**config.mk**
```make
export PLATFORM = sky130hd
export DESIGN_NAME = branch_resolution_unit
export DESIGN_NICKNAME = d
export VERILOG_FILES = /design/src/rtl/branch_resolution_unit.sv
export SDC_FILE = /design/constraint.sdc
export NUM_CORES = 1
export LEC_CHECK = 0
export CORE_UTILIZATION = 41
export CTS_CLUSTER_DIAMETER = 100
export DETAILED_ROUTE_END_ITERATION = 10
export HOLD_SLACK_MARGIN = 0.03
export PLACE_DENSITY = 0.65
export SYNTH_ARGS = -nofsm -noshare
export SYNTH_HDL_FRONTEND = slang
export SYNTH_SLANG_ARGS = --single-unit
```
**constraint.sdc**
```tcl
create_clock -name clk -period 3.5 [get_ports clk]
set_clock_uncertainty 0.2 [all_clocks]
set_input_delay 0.875 -clock clk [delete_from_list [all_inputs] [get_ports clk]]
set_output_delay 0.875 -clock clk [all_outputs]
set_load 0.005 [all_outputs]
```
**src/rtl/branch_resolution_unit.sv**
```systemverilog
// Branch resolution unit: in-order prediction queue, resolve/compare against actual
// outcome, predictor update and mispredict redirect, with a RUN/FLUSH recovery FSM.
module branch_resolution_unit #(
  parameter int DEPTH        = 4,
  parameter int FLUSH_CYCLES = 2
) (
  input  logic        clk,
  input  logic        rst_n,
  input  logic        predict_valid,
  input  logic [7:0]  predict_pc,
  input  logic        predict_taken,
  input  logic [7:0]  predict_target,
  input  logic        resolve_valid,
  input  logic        resolve_taken,
  input  logic [7:0]  resolve_target,
  output logic        update_valid,
  output logic [7:0]  update_pc,
  output logic        update_taken,
  output logic [7:0]  update_target,
  output logic        mispredict,
  output logic [7:0]  redirect_pc,
  output logic        busy,
  output logic        queue_full,
  output logic        queue_empty,
  output logic        overflow_err,
  output logic        underflow_err,
  output logic [15:0] branch_count,
  output logic [15:0] mispredict_count
);
  localparam int PW = (DEPTH > 1) ? $clog2(DEPTH) : 1;
  localparam int CW = $clog2(DEPTH) + 1;

  typedef struct packed {
    logic [7:0] pc;
    logic       taken;
    logic [7:0] target;
  } entry_t;

  typedef enum logic {RUN = 1'b0, FLUSH = 1'b1} state_t;

  state_t          r_state;
  logic [3:0]      r_flush_cnt;
  logic [PW-1:0]   r_wptr, r_rptr;
  logic [CW-1:0]   r_count;
  entry_t          r_mem [DEPTH];

  entry_t          w_head;
  logic            w_run, w_deq, w_enq, w_mis;

  assign w_head      = r_mem[r_rptr];
  assign w_run       = (r_state == RUN);
  assign queue_full  = (r_count == CW'(DEPTH));
  assign queue_empty = (r_count == '0);
  assign busy        = (r_state == FLUSH);

  assign w_deq = resolve_valid && w_run && !queue_empty;
  assign w_enq = predict_valid && w_run && (!queue_full || w_deq);
  assign w_mis = w_deq && ((w_head.taken != resolve_taken) ||
                 (w_head.taken && resolve_taken && (w_head.target != resolve_target)));

  // Storage is only read while count>0, so it carries no reset.
  always_ff @(posedge clk) begin
    if (w_enq && !w_mis) r_mem[r_wptr] <= '{pc: predict_pc, taken: predict_taken,
                                            target: predict_target};
  end

  always_ff @(posedge clk or negedge rst_n) begin
    if (!rst_n) begin
      r_wptr  <= '0;
      r_rptr  <= '0;
      r_count <= '0;
    end else if (w_mis) begin
      // Wrong path: drop everything in flight, including a same-cycle enqueue.
      r_wptr  <= '0;
      r_rptr  <= '0;
      r_count <= '0;
    end else begin
      if (w_enq) r_wptr <= PW'(r_wptr + 1'b1);
      if (w_deq) r_rptr <= PW'(r_rptr + 1'b1);
      r_count <= r_count + CW'(w_enq) - CW'(w_deq);
    end
  end

  always_ff @(posedge clk or negedge rst_n) begin
    if (!rst_n) begin
      r_state     <= RUN;
      r_flush_cnt <= '0;
    end else begin
      case (r_state)
        RUN: if (w_mis) begin
          r_state     <= FLUSH;
          r_flush_cnt <= 4'(FLUSH_CYCLES);
        end
        FLUSH: begin
          if (r_flush_cnt <= 4'd1) begin
            r_state     <= RUN;
            r_flush_cnt <= '0;
          end else begin
            r_flush_cnt <= r_flush_cnt - 4'd1;
          end
        end
        default: r_state <= RUN;
      endcase
    end
  end

  always_ff @(posedge clk or negedge rst_n) begin
    if (!rst_n) begin
      update_valid     <= 1'b0;
      update_pc        <= '0;
      update_taken     <= 1'b0;
      update_target    <= '0;
      mispredict       <= 1'b0;
      redirect_pc      <= '0;
      overflow_err     <= 1'b0;
      underflow_err    <= 1'b0;
      branch_count     <= '0;
      mispredict_count <= '0;
    end else begin
      update_valid <= w_deq;
      mispredict   <= w_mis;
      if (w_deq) begin
        update_pc     <= w_head.pc;
        update_taken  <= resolve_taken;
        update_target <= resolve_target;
        if (branch_count != 16'hFFFF) branch_count <= branch_count + 16'd1;
      end
      if (w_mis) begin
        redirect_pc <= resolve_taken ? resolve_target : w_head.pc + 8'd1;
        if (mispredict_count != 16'hFFFF) mispredict_count <= mispredict_count + 16'd1;
      end
      if (predict_valid && w_run && queue_full && !w_deq) overflow_err  <= 1'b1;
      if (resolve_valid && w_run && queue_empty)           underflow_err <= 1'b1;
    end
  end
endmodule

```
# ---- Yosys cells after proc, flatten, opt, wreduce, memory -nomap -nowiden
# Memory sizes are Yosys's and may differ from the RTL's.
# Index checks and enable logic that the tools add are counted.
dict set report op_classes {
  addsub 8
  n_lt_le_gt_ge 1
  eq_ne 6
  muxes 14
  bitwise_logic 1
  reduce_logical 22
}
# cell n
set ops {}
lappend ops {{$add A16 B1 Y16 const B} 2}
lappend ops {{$ne A16 B16 Y1 const B} 2}
lappend ops {{$logic_and A1 B1 Y1} 11}
lappend ops {{$add A8 B1 Y8 const B} 1}
lappend ops {{$mux W2} 4}
lappend ops {{$mux W4} 2}
lappend ops {{$mux W8} 1}
lappend ops {{$ne A8 B8 Y1} 1}
lappend ops {{$pmux W4 S2} 1}
lappend ops {{$add A2 B1 Y2 const B} 2}
lappend ops {{$le A4 B1 Y1 const B} 1}
lappend ops {{$logic_not A1 Y1} 4}
lappend ops {{$mux W1} 4}
lappend ops {{$reduce_and A2 Y1} 2}
lappend ops {{$reduce_bool A2 Y1} 2}
lappend ops {{$sub A4 B1 Y4 const B} 1}
lappend ops {{$add A3 B1 Y3} 1}
lappend ops {{$eq A3 B3 Y1 const B} 1}
lappend ops {{$logic_not A3 Y1} 1}
lappend ops {{$mux W3} 1}
lappend ops {{$sub A3 B1 Y3} 1}
lappend ops {{$logic_or A1 B1 Y1} 2}
lappend ops {{$ne A2 B1 Y1 const B} 1}
lappend ops {{$pmux W1 S2} 1}
lappend ops {{other kinds (2)} 2}
dict set report totals {
  register_bits 73
  ramBits 68
  in_bits 30
  output_inout_bits 64
  wordCells 68
  n_memories 1
}
# memory words width read_ports rd_ports_with_merged_regs wr line_no
set mem_list {}
lappend mem_list {r_mem 4 17 1 0 1 45} ;# entry_t r_mem [DEPTH];

# ---- Logic depth before layout (Yosys ltp)
# Gate-level depths: netlist of run 1.
# An unclocked memory read counts as a cell.
dict set report depth {
  depth_word 9
  ltp_mapped 10
  depth_no_buf 10
}

# ---- Worst setup path before layout of run 1
# OpenSTA, ideal clock, no wires.
dict set report synth_path {
  path_kind {register to register}
  from {reg r_rptr[0]}
  to {reg mispredict_count[13]}
  t_arrival_ns 2.823
  t_required_ns 3.221
  path_slack_ns 0.398
  stages_incl_launch_ff 10
  synth_period_minus_slack_ns 3.102
  path_cell_list {dfrtp_1 -> buf_6 -> buf_2 -> mux4_2 -> ha_1 -> o211ai_1 -> a31oi_1 -> nand4_1 -> nor4b_1 -> xor2_1}
}
dict set report synth_between {
  elab_chain_cells 6
  word_cells_on_any_way 8
  cone_classes {eq/ne: 2; reduce/logical: 5; memory: 1}
}
# element line_no
set synth_rtl {}
lappend synth_rtl {{from (decl)} 43} ;# logic [PW-1:0] r_wptr, r_rptr;
lappend synth_rtl {{from (signal assigned)} 79} ;# if (w_deq) r_rptr <= PW'(r_rptr + 1'b1);
lappend synth_rtl {{$mem_v2 Z4 W17 *} n/a}
lappend synth_rtl {{$ne A8 B8 Y1 / $logic_and A1 B1 Y1 (equally long branches)} 59} ;# (w_head.taken && resolve_taken && (w_head.target != resolve_target)));
lappend synth_rtl {{$logic_and A1 B1 Y1} 59}
lappend synth_rtl {{$logic_or A1 B1 Y1 *} 58} ;# assign w_mis = w_deq && ((w_head.taken != resolve_taken) ||
lappend synth_rtl {{$logic_and A1 B1 Y1 *} 58}
lappend synth_rtl {{$reduce_and A2 Y1 (no source line) *} n/a}
lappend synth_rtl {{to (signal assigned)} 130} ;# if (mispredict_count != 16'hFFFF) mispredict_count <= mispredict_count + 16'd1;
lappend synth_rtl {{to (decl)} 28} ;# output logic [15:0] mispredict_count
# Every way passes the cells marked *; elsewhere a longest branch is shown, timed or not.
# A chain may end at the register's enable or synchronous reset.

# ---- Worst setup path in the final report of run 1
# Same ends and word-level chain as after synthesis.

==> results.yml, run 1 <==
timing:
  relSlewSlack_pct: 38.4
  max_freq_mhz: 328
  rsz0062_at_grt: "no"
  fin_tns_setup_ns: 0
  worst_slew_pin_slew_ns: 0.924
  fin_crit_sh_pct: 87.0
  maxSlewViolCount: 0
  period_minus_slack_ns: 3.05
  hold_viol: 0
  setup_viol: 0
synthesis:
  synth_cells: 436
  synth_compound_area_share_pct: 2.95
  synth-xor-area-share_pct: 6.84
  ys_seq_area_share_pct: 64.3
  synth.net_count: 478
  synth.distinct_cells: 47
  synth_mux_area_share_pct: 9.17
  synth-seq-cells: 141
  syn-cell-area_um2: 6020
  synthSimpleGateAreaFrac_pct: 12.1
  synth_top_family_by_area: "simple AND/OR/NAND/NOR gates"
  synth_adder_area_share_pct: 2.62
  syn_area_per_cell_um2: 13.8
  synth_warnings: 0
power:
  netSwitchingPower_w: 0.00186
  p_total_w: 0.00631
  p_comb_share_pct: 31.7
  leakage_nw: 3.19
  internal-power_w: 0.00444
  switching_share_pct: 29.6
  power.density_nw_per_um2: 800
  vdd_drop_max_uv: 450
  share_seq_of_total_power_pct: 38.6
  pwr-share-clk_pct: 29.7
routing:
  drtIter0Drc: 216
  drc: 0
  firstDrtPassIters: 4
  via_per_inst: 5.01
  antenna_left: 0
  vias: 3729
  wirelength_um: 12400
  post_drt_wl_per_cell_um: 16.6
finish:
  stdcell_area_um2: 7890
  layout_common_cells: "clkdlybuf4s50_1, nand2_1, dfrtp_1"
  fillers: 1147
  insertedDiodeCount: 0
  final_nets: 593
  drive_gt1_share_pct: 13.3
  final_common_cell: "clkdlybuf4s50_1"
  syn_to_final_growth_pct: 31.0
floorplanning:
  die_w_um: 123
  ioPinCount: 94
  initial_core_util_pct: 42.7
  die_y_um: 123
  coreArea_um2: 14100
  fp.dieArea_um2: 15200
  num_rows: 43
clocking:
  cts_tree: "yes"
  clockBufferDepth: 2
  postCtsSetupRepairBufs: 0
  cts_hold_buf: 0
  htree_levels: 4
  clk_latency_ns: 0.42
  cts.sinks: 141
  cts.repair.resized: 0
  numCtsBuffers: 17
  clkTransAtPathRegs_ns: 0.06
  root_buffer: "clkbuf_16"
setup_path:
  critPathSlowestCell: "mux4_2"
  crit_type: "register to register"
  crit_fanout: 18
  arrival_ns: 3.19
  startpoint: "r_rptr[0]$_DFFE_PN0P_"
  worstSetupEndpointType: "register"
  cpLargestDelayFamily: "simple AND/OR/NAND/NOR gates"
  reg2reg_from: "r_rptr[0]$_DFFE_PN0P_"
  start_kind: "register"
  cp_slowest_stage_delay_ns: 0.57
  crit_buf_inv: 1
  cp_cell_sequence: "buf_4, mux4_2, ha_1, o211ai_1, a31oi_1, nand4_1, nor4b_1, xor2_1"
  cp.required_ns: 3.64
placed_design:
  io_buffer_count: 93
  hpwl_um: 8560
  gp_congestion: 0.782
  place_area_um2: 7270
grt:
  first_global_vias: 3750
  grt-ovfl-total: 0
  grt_usage_pct: 17.7
  antenna_found_initial: 0
  grt_start_max_net_pins: 74
  grt_pass1_wl_um: 19600
hold_path:
  min_from: "underflow_err$_DFFE_PN0P_"
  hold_path_class: "register to register"
job:
  max_cap_viol_count: 0
status:
  outcome: "completed"
==> final cells by class <==
class,count,area (um2),share of cell area (%)
Clock inverter,11,169,2.14
Tap cell,180,225,2.86
Clock buffer,21,450,5.71
Timing Repair Buffer,107,1080,13.7
Multi-Input combinational cell,268,2030,25.7
Inverter,16,62.6,0.793
Sequential cell,141,3870,49.1
==> worst paths after layout <==
check	depth (start not counted)	slack, ns	to
min in group asynchronous	1	0.40	mispredict_count[4]$_DFFE_PN0P_
worst max-delay path	8	0.45	mispredict_count[13]$_DFFE_PN0P_
worst max register to register	8	0.45	mispredict_count[13]$_DFFE_PN0P_
max in group asynchronous	1	2.12	update_target[0]$_DFFE_PN0N_
worst min-delay path	1	0.26	underflow_err$_DFFE_PN0P_
worst min register to register	1	0.26	underflow_err$_DFFE_PN0P_
==> registers in the layout, summed over array words and instances (netlist names) <==
register          cells
r_count               3
r_mem                68
busy                  1
update_valid          1
update_taken          1
update_pc             8
mispredict_count     16
r_rptr                2
update_target         8
overflow_err          1
r_flush_cnt           4
branch_count         16
mispredict            1
underflow_err         1
redirect_pc           8
r_wptr                2
==> per-layer routing <==
metal / vias up / global-route usage (%) / wire length (um)
li1: 1789 / - / -
met1: 1830 / 22.9 / 5520
met2: 92 / 28.2 / 6000
met3: 18 / 4.89 / 650
met4: 0 / 7.08 / 201
met5: - / 0 / 0
==> worst reg2reg max path: stages, from the launching register on <==
cell and delay (ns):
dfrtp_1 0.32, buf_4 0.29, mux4_2 0.58, ha_1 0.38
o211ai_1 0.13, a31oi_1 0.21, nand4_1 0.27, nor4b_1 0.42
xor2_1 0.18
==> stage by stage <==
stage / hold slack (ns) / util, % / cells / setup slack [ns]
global placement: 0.241 / 51.5 / 712 / 0.263
CTS: 0.264 / 55.9 / 744 / 0.404
global route: 0.289 / 55.9 / 744 / 0.272
floorplan: 0.251 / - / 436 / 0.398
finish: 0.259 / 55.9 / 744 / 0.455
detailed placement: 0.251 / 51.5 / 712 / 0.169
==> logic make-up (layout without fill, tap and decap cells) <==
| kind of cell | Yosys count | count (layout) |
|---|---|---|
| and+or+nand+nor | 154 | 154 |
| muxes | 31 | 31 |
| buffers and inverters | 27 | 155 |
| AOI/OAI and AO/OA | 24 | 24 |
| xor gates and xnor gates | 47 | 47 |
| DFF | 141 | 141 |
| adders and majority gates | 12 | 12 |
==> power by group through the flow <==
stage                     Sequential [W]  Clock, W  Combinational, W
after floorplan                  0.00241         0           0.00112
after global placement           0.00245         0           0.00198
after detailed placement         0.00247         0           0.00203
after CTS                        0.00244   0.00191           0.00204
after global routing             0.00249   0.00197           0.00221
final                            0.00243   0.00187           0.00200
==> synth_stat cells (all sizes together) <==
| master | n | area share, % |
|---|---|---|
| a211oi | 1 | 0.12 |
| a21o | 2 | 0.37 |
| a22oi | 1 | 0.12 |
| a31o | 2 | 0.29 |
| a31oi | 1 | 0.10 |
| and2 | 3 | 0.31 |
| and3 | 10 | 1.0 |
| and4 | 1 | 0.15 |
| buf | 6 | 0.71 |
| clkbuf | 5 | 0.31 |
| clkinv | 1 | 0.062 |
| dfrtp | 73 | 30 |
| edfxtp | 68 | 34 |
| fa | 1 | 0.33 |
| ha | 11 | 2.3 |
| inv | 15 | 0.98 |
| mux2 | 11 | 2.2 |
| mux2i | 3 | 0.50 |
| mux4 | 17 | 6.5 |
| nand2 | 76 | 4.7 |
| nand2b | 1 | 0.10 |
| nand3 | 8 | 0.67 |
| nand4 | 15 | 1.7 |
| nor2 | 20 | 1.2 |
| nor2b | 5 | 0.52 |
| nor3 | 7 | 0.67 |
| nor3b | 3 | 0.37 |
| nor4 | 2 | 0.21 |
| nor4b | 2 | 0.29 |
| o211ai | 2 | 0.25 |
| o21ai | 9 | 0.94 |
| o221ai | 1 | 0.15 |
| o22ai | 2 | 0.21 |
| o31a | 1 | 0.15 |
| o31ai | 2 | 0.25 |
| or3 | 1 | 0.10 |
| xnor2 | 27 | 3.9 |
| xor2 | 20 | 2.9 |
No activity file was read; power rests on OpenSTA's default activity.
==> run 2, diff against run 1 <==
Settings changed: CAP_MARGIN from default to 20, CELL_PAD_IN_SITES_DETAIL_PLACEMENT from default to 0, CELL_PAD_IN_SITES_GLOBAL_PLACEMENT from default to 1, PLACE_DENSITY 0.65 to 0.76.
==> results.yml, run 2 (synthesized netlist as in run 1, its figures left out) <==
finish:
  top_register: "r_mem"
  syn_to_final_growth_pct: 30.7
  final_nets: 597
  finish.utilization_pct: 55.8
  final_common_cell: "clkdlybuf4s50_1"
  drive_gt1_share_pct: 14.1
  layout_common_cells: "clkdlybuf4s50_1, nand2_1, dfrtp_1"
  largest_reg_flops: 68
  insertedDiodeCount: 0
  top_regs: "r_mem: 68 flops, branch_count: 16 flops, mispredict_count: 16 flops"
clocking:
  cts.sinks: 141
  clockBufferDepth: 2
  cts_hold_buf: 0
  htree_levels: 4
  clk_latency_ns: 0.42
  root_buffer: "clkbuf_16"
  postCtsSetupRepairBufs: 0
  clkTransAtPathRegs_ns: 0.06
  numCtsBuffers: 17
  cts.repair.resized: 0
  cts_tree: "yes"
setup_path:
  worstSetupEndpointType: "register"
  cp_slowest_stage_delay_ns: 0.77
  crit_fanout: 16
  crit_type: "register to register"
  arrival_ns: 3.15
  start_kind: "register"
  ff2ff_path_depth: 7
  critPathSlowestCell: "dfrtp_1"
  cp.required_ns: 3.63
  cp_cell_sequence: "mux4_2, ha_1, o211ai_1, a31oi_1, nand4_1, nor4b_1, xor2_1"
routing:
  via_per_inst: 5.10
  drc: 0
  drtIter0Drc: 250
  antenna_left: 0
  firstDrtPassIters: 4
  post_drt_wl_per_cell_um: 16.7
  wirelength_um: 12500
  vias: 3812
timing:
  rsz0062_at_grt: "no"
  whs_ns: 0.270
  hold_viol: 0
  period_minus_slack_ns: 3.02
  fin_tns_setup_ns: 0
  setup_viol: 0
  maxSlewViolCount: 0
  relSlewSlack_pct: 35.8
  max_freq_mhz: 331
  worst_slew_pin_slew_ns: 0.962
  setup_slack_ns: 0.483
  fin_crit_sh_pct: 86.2
grt:
  grt_use_met1_pct: 23.9
  first_global_vias: 3854
  antenna_found_initial: 0
  use_met3_pct: 4.89
  grt-ovfl-total: 0
  use_met2_pct: 28.4
  grt_start_max_net_pins: 74
  grt_pass1_wl_um: 20000
  grt_usage_pct: 18.1
  grt_most_used_layer: "met2"
hold_path:
  whs_path_depth: 1
  hold_path_class: "register to register"
floorplanning:
  coreArea_um2: 14100
  ioPinCount: 94
  fp.dieArea_um2: 15200
  die_w_um: 123
  initial_core_util_pct: 42.7
  die_y_um: 123
  num_rows: 43
power:
  leakage_nw: 3.18
  power.density_nw_per_um2: 784
  vdd_drop_max_uv: 448
placed_design:
  hpwl_um: 8740
  io_buffer_count: 93
  place_ws_ns: 0.257
  gp_congestion: 0.793
status:
  outcome: "completed"
job:
  max_cap_viol_count: 0
==> run 2: changes by cell type in the layout (fill, tap and decap cells not counted) <==
cell and change:
clkinv_4 +1, clkbuf_1 -2, clkinv_2 -1, clkbuf_8 +1, bufinv_16 -3, buf_4 +4, inv_6 +3, clkinv_1 +1
==> run 2: per-layer routing <==
metal	part of all wire (%)	up-vias
met5	0	-
met4	1.5	0
met3	4.7	20
met2	47	102
met1	47	1880
li1	-	1810
==> run 2: critical path, delay by kind of cell (launching register included) <==
kind / cells / cell delay (ns)
simple gates: 2 / 0.66
mux: 1 / 0.42
flops: 1 / 0.77
fa+ha+maj: 1 / 0.37
compound gates: 2 / 0.32
xor+xnor: 1 / 0.20
==> run 2: metrics by stage <==
stage	instance area (um2)	std cells	total power (W)
global placement	7300	716	0.00446
detailed placement	7300	716	0.00453
finish	7870	748	0.00617
floorplan	6020	436	0.00353
CTS	7870	748	0.00625
global route	7870	748	0.00654
==> run 2: final timing paths <==
path                                                 from                                to  slack (ns)
max in group asynchronous                           rst_n          update_pc[3]$_DFFE_PN0N_        2.07
worst min-delay path            underflow_err$_DFFE_PN0P_         underflow_err$_DFFE_PN0P_        0.27
worst min register to register  underflow_err$_DFFE_PN0P_         underflow_err$_DFFE_PN0P_        0.27
worst max-delay path                r_rptr[1]$_DFFE_PN0P_  mispredict_count[13]$_DFFE_PN0P_        0.48
worst max register to register      r_rptr[1]$_DFFE_PN0P_  mispredict_count[13]$_DFFE_PN0P_        0.48
min in group asynchronous                           rst_n   mispredict_count[9]$_DFFE_PN0P_        0.39
==> run 2: final cells by class <==
cell class                 instances  area (um2)
timing repair buffer             111        1110
fill                            1193        6230
clock buffer                      20         457
inverter                          16        62.6
multi-input combinational        268        2030
sequential                       141        3870
tap                              180         225
clock inverter                    12         113
==> run 2: power by group <==
group | total [W] | internal (W) | switching (W)
logic | 0.00202 | 0.00110 | 0.000926
clock network | 0.00171 | 0.00102 | 0.000688
registers | 0.00244 | 0.00215 | 0.000286
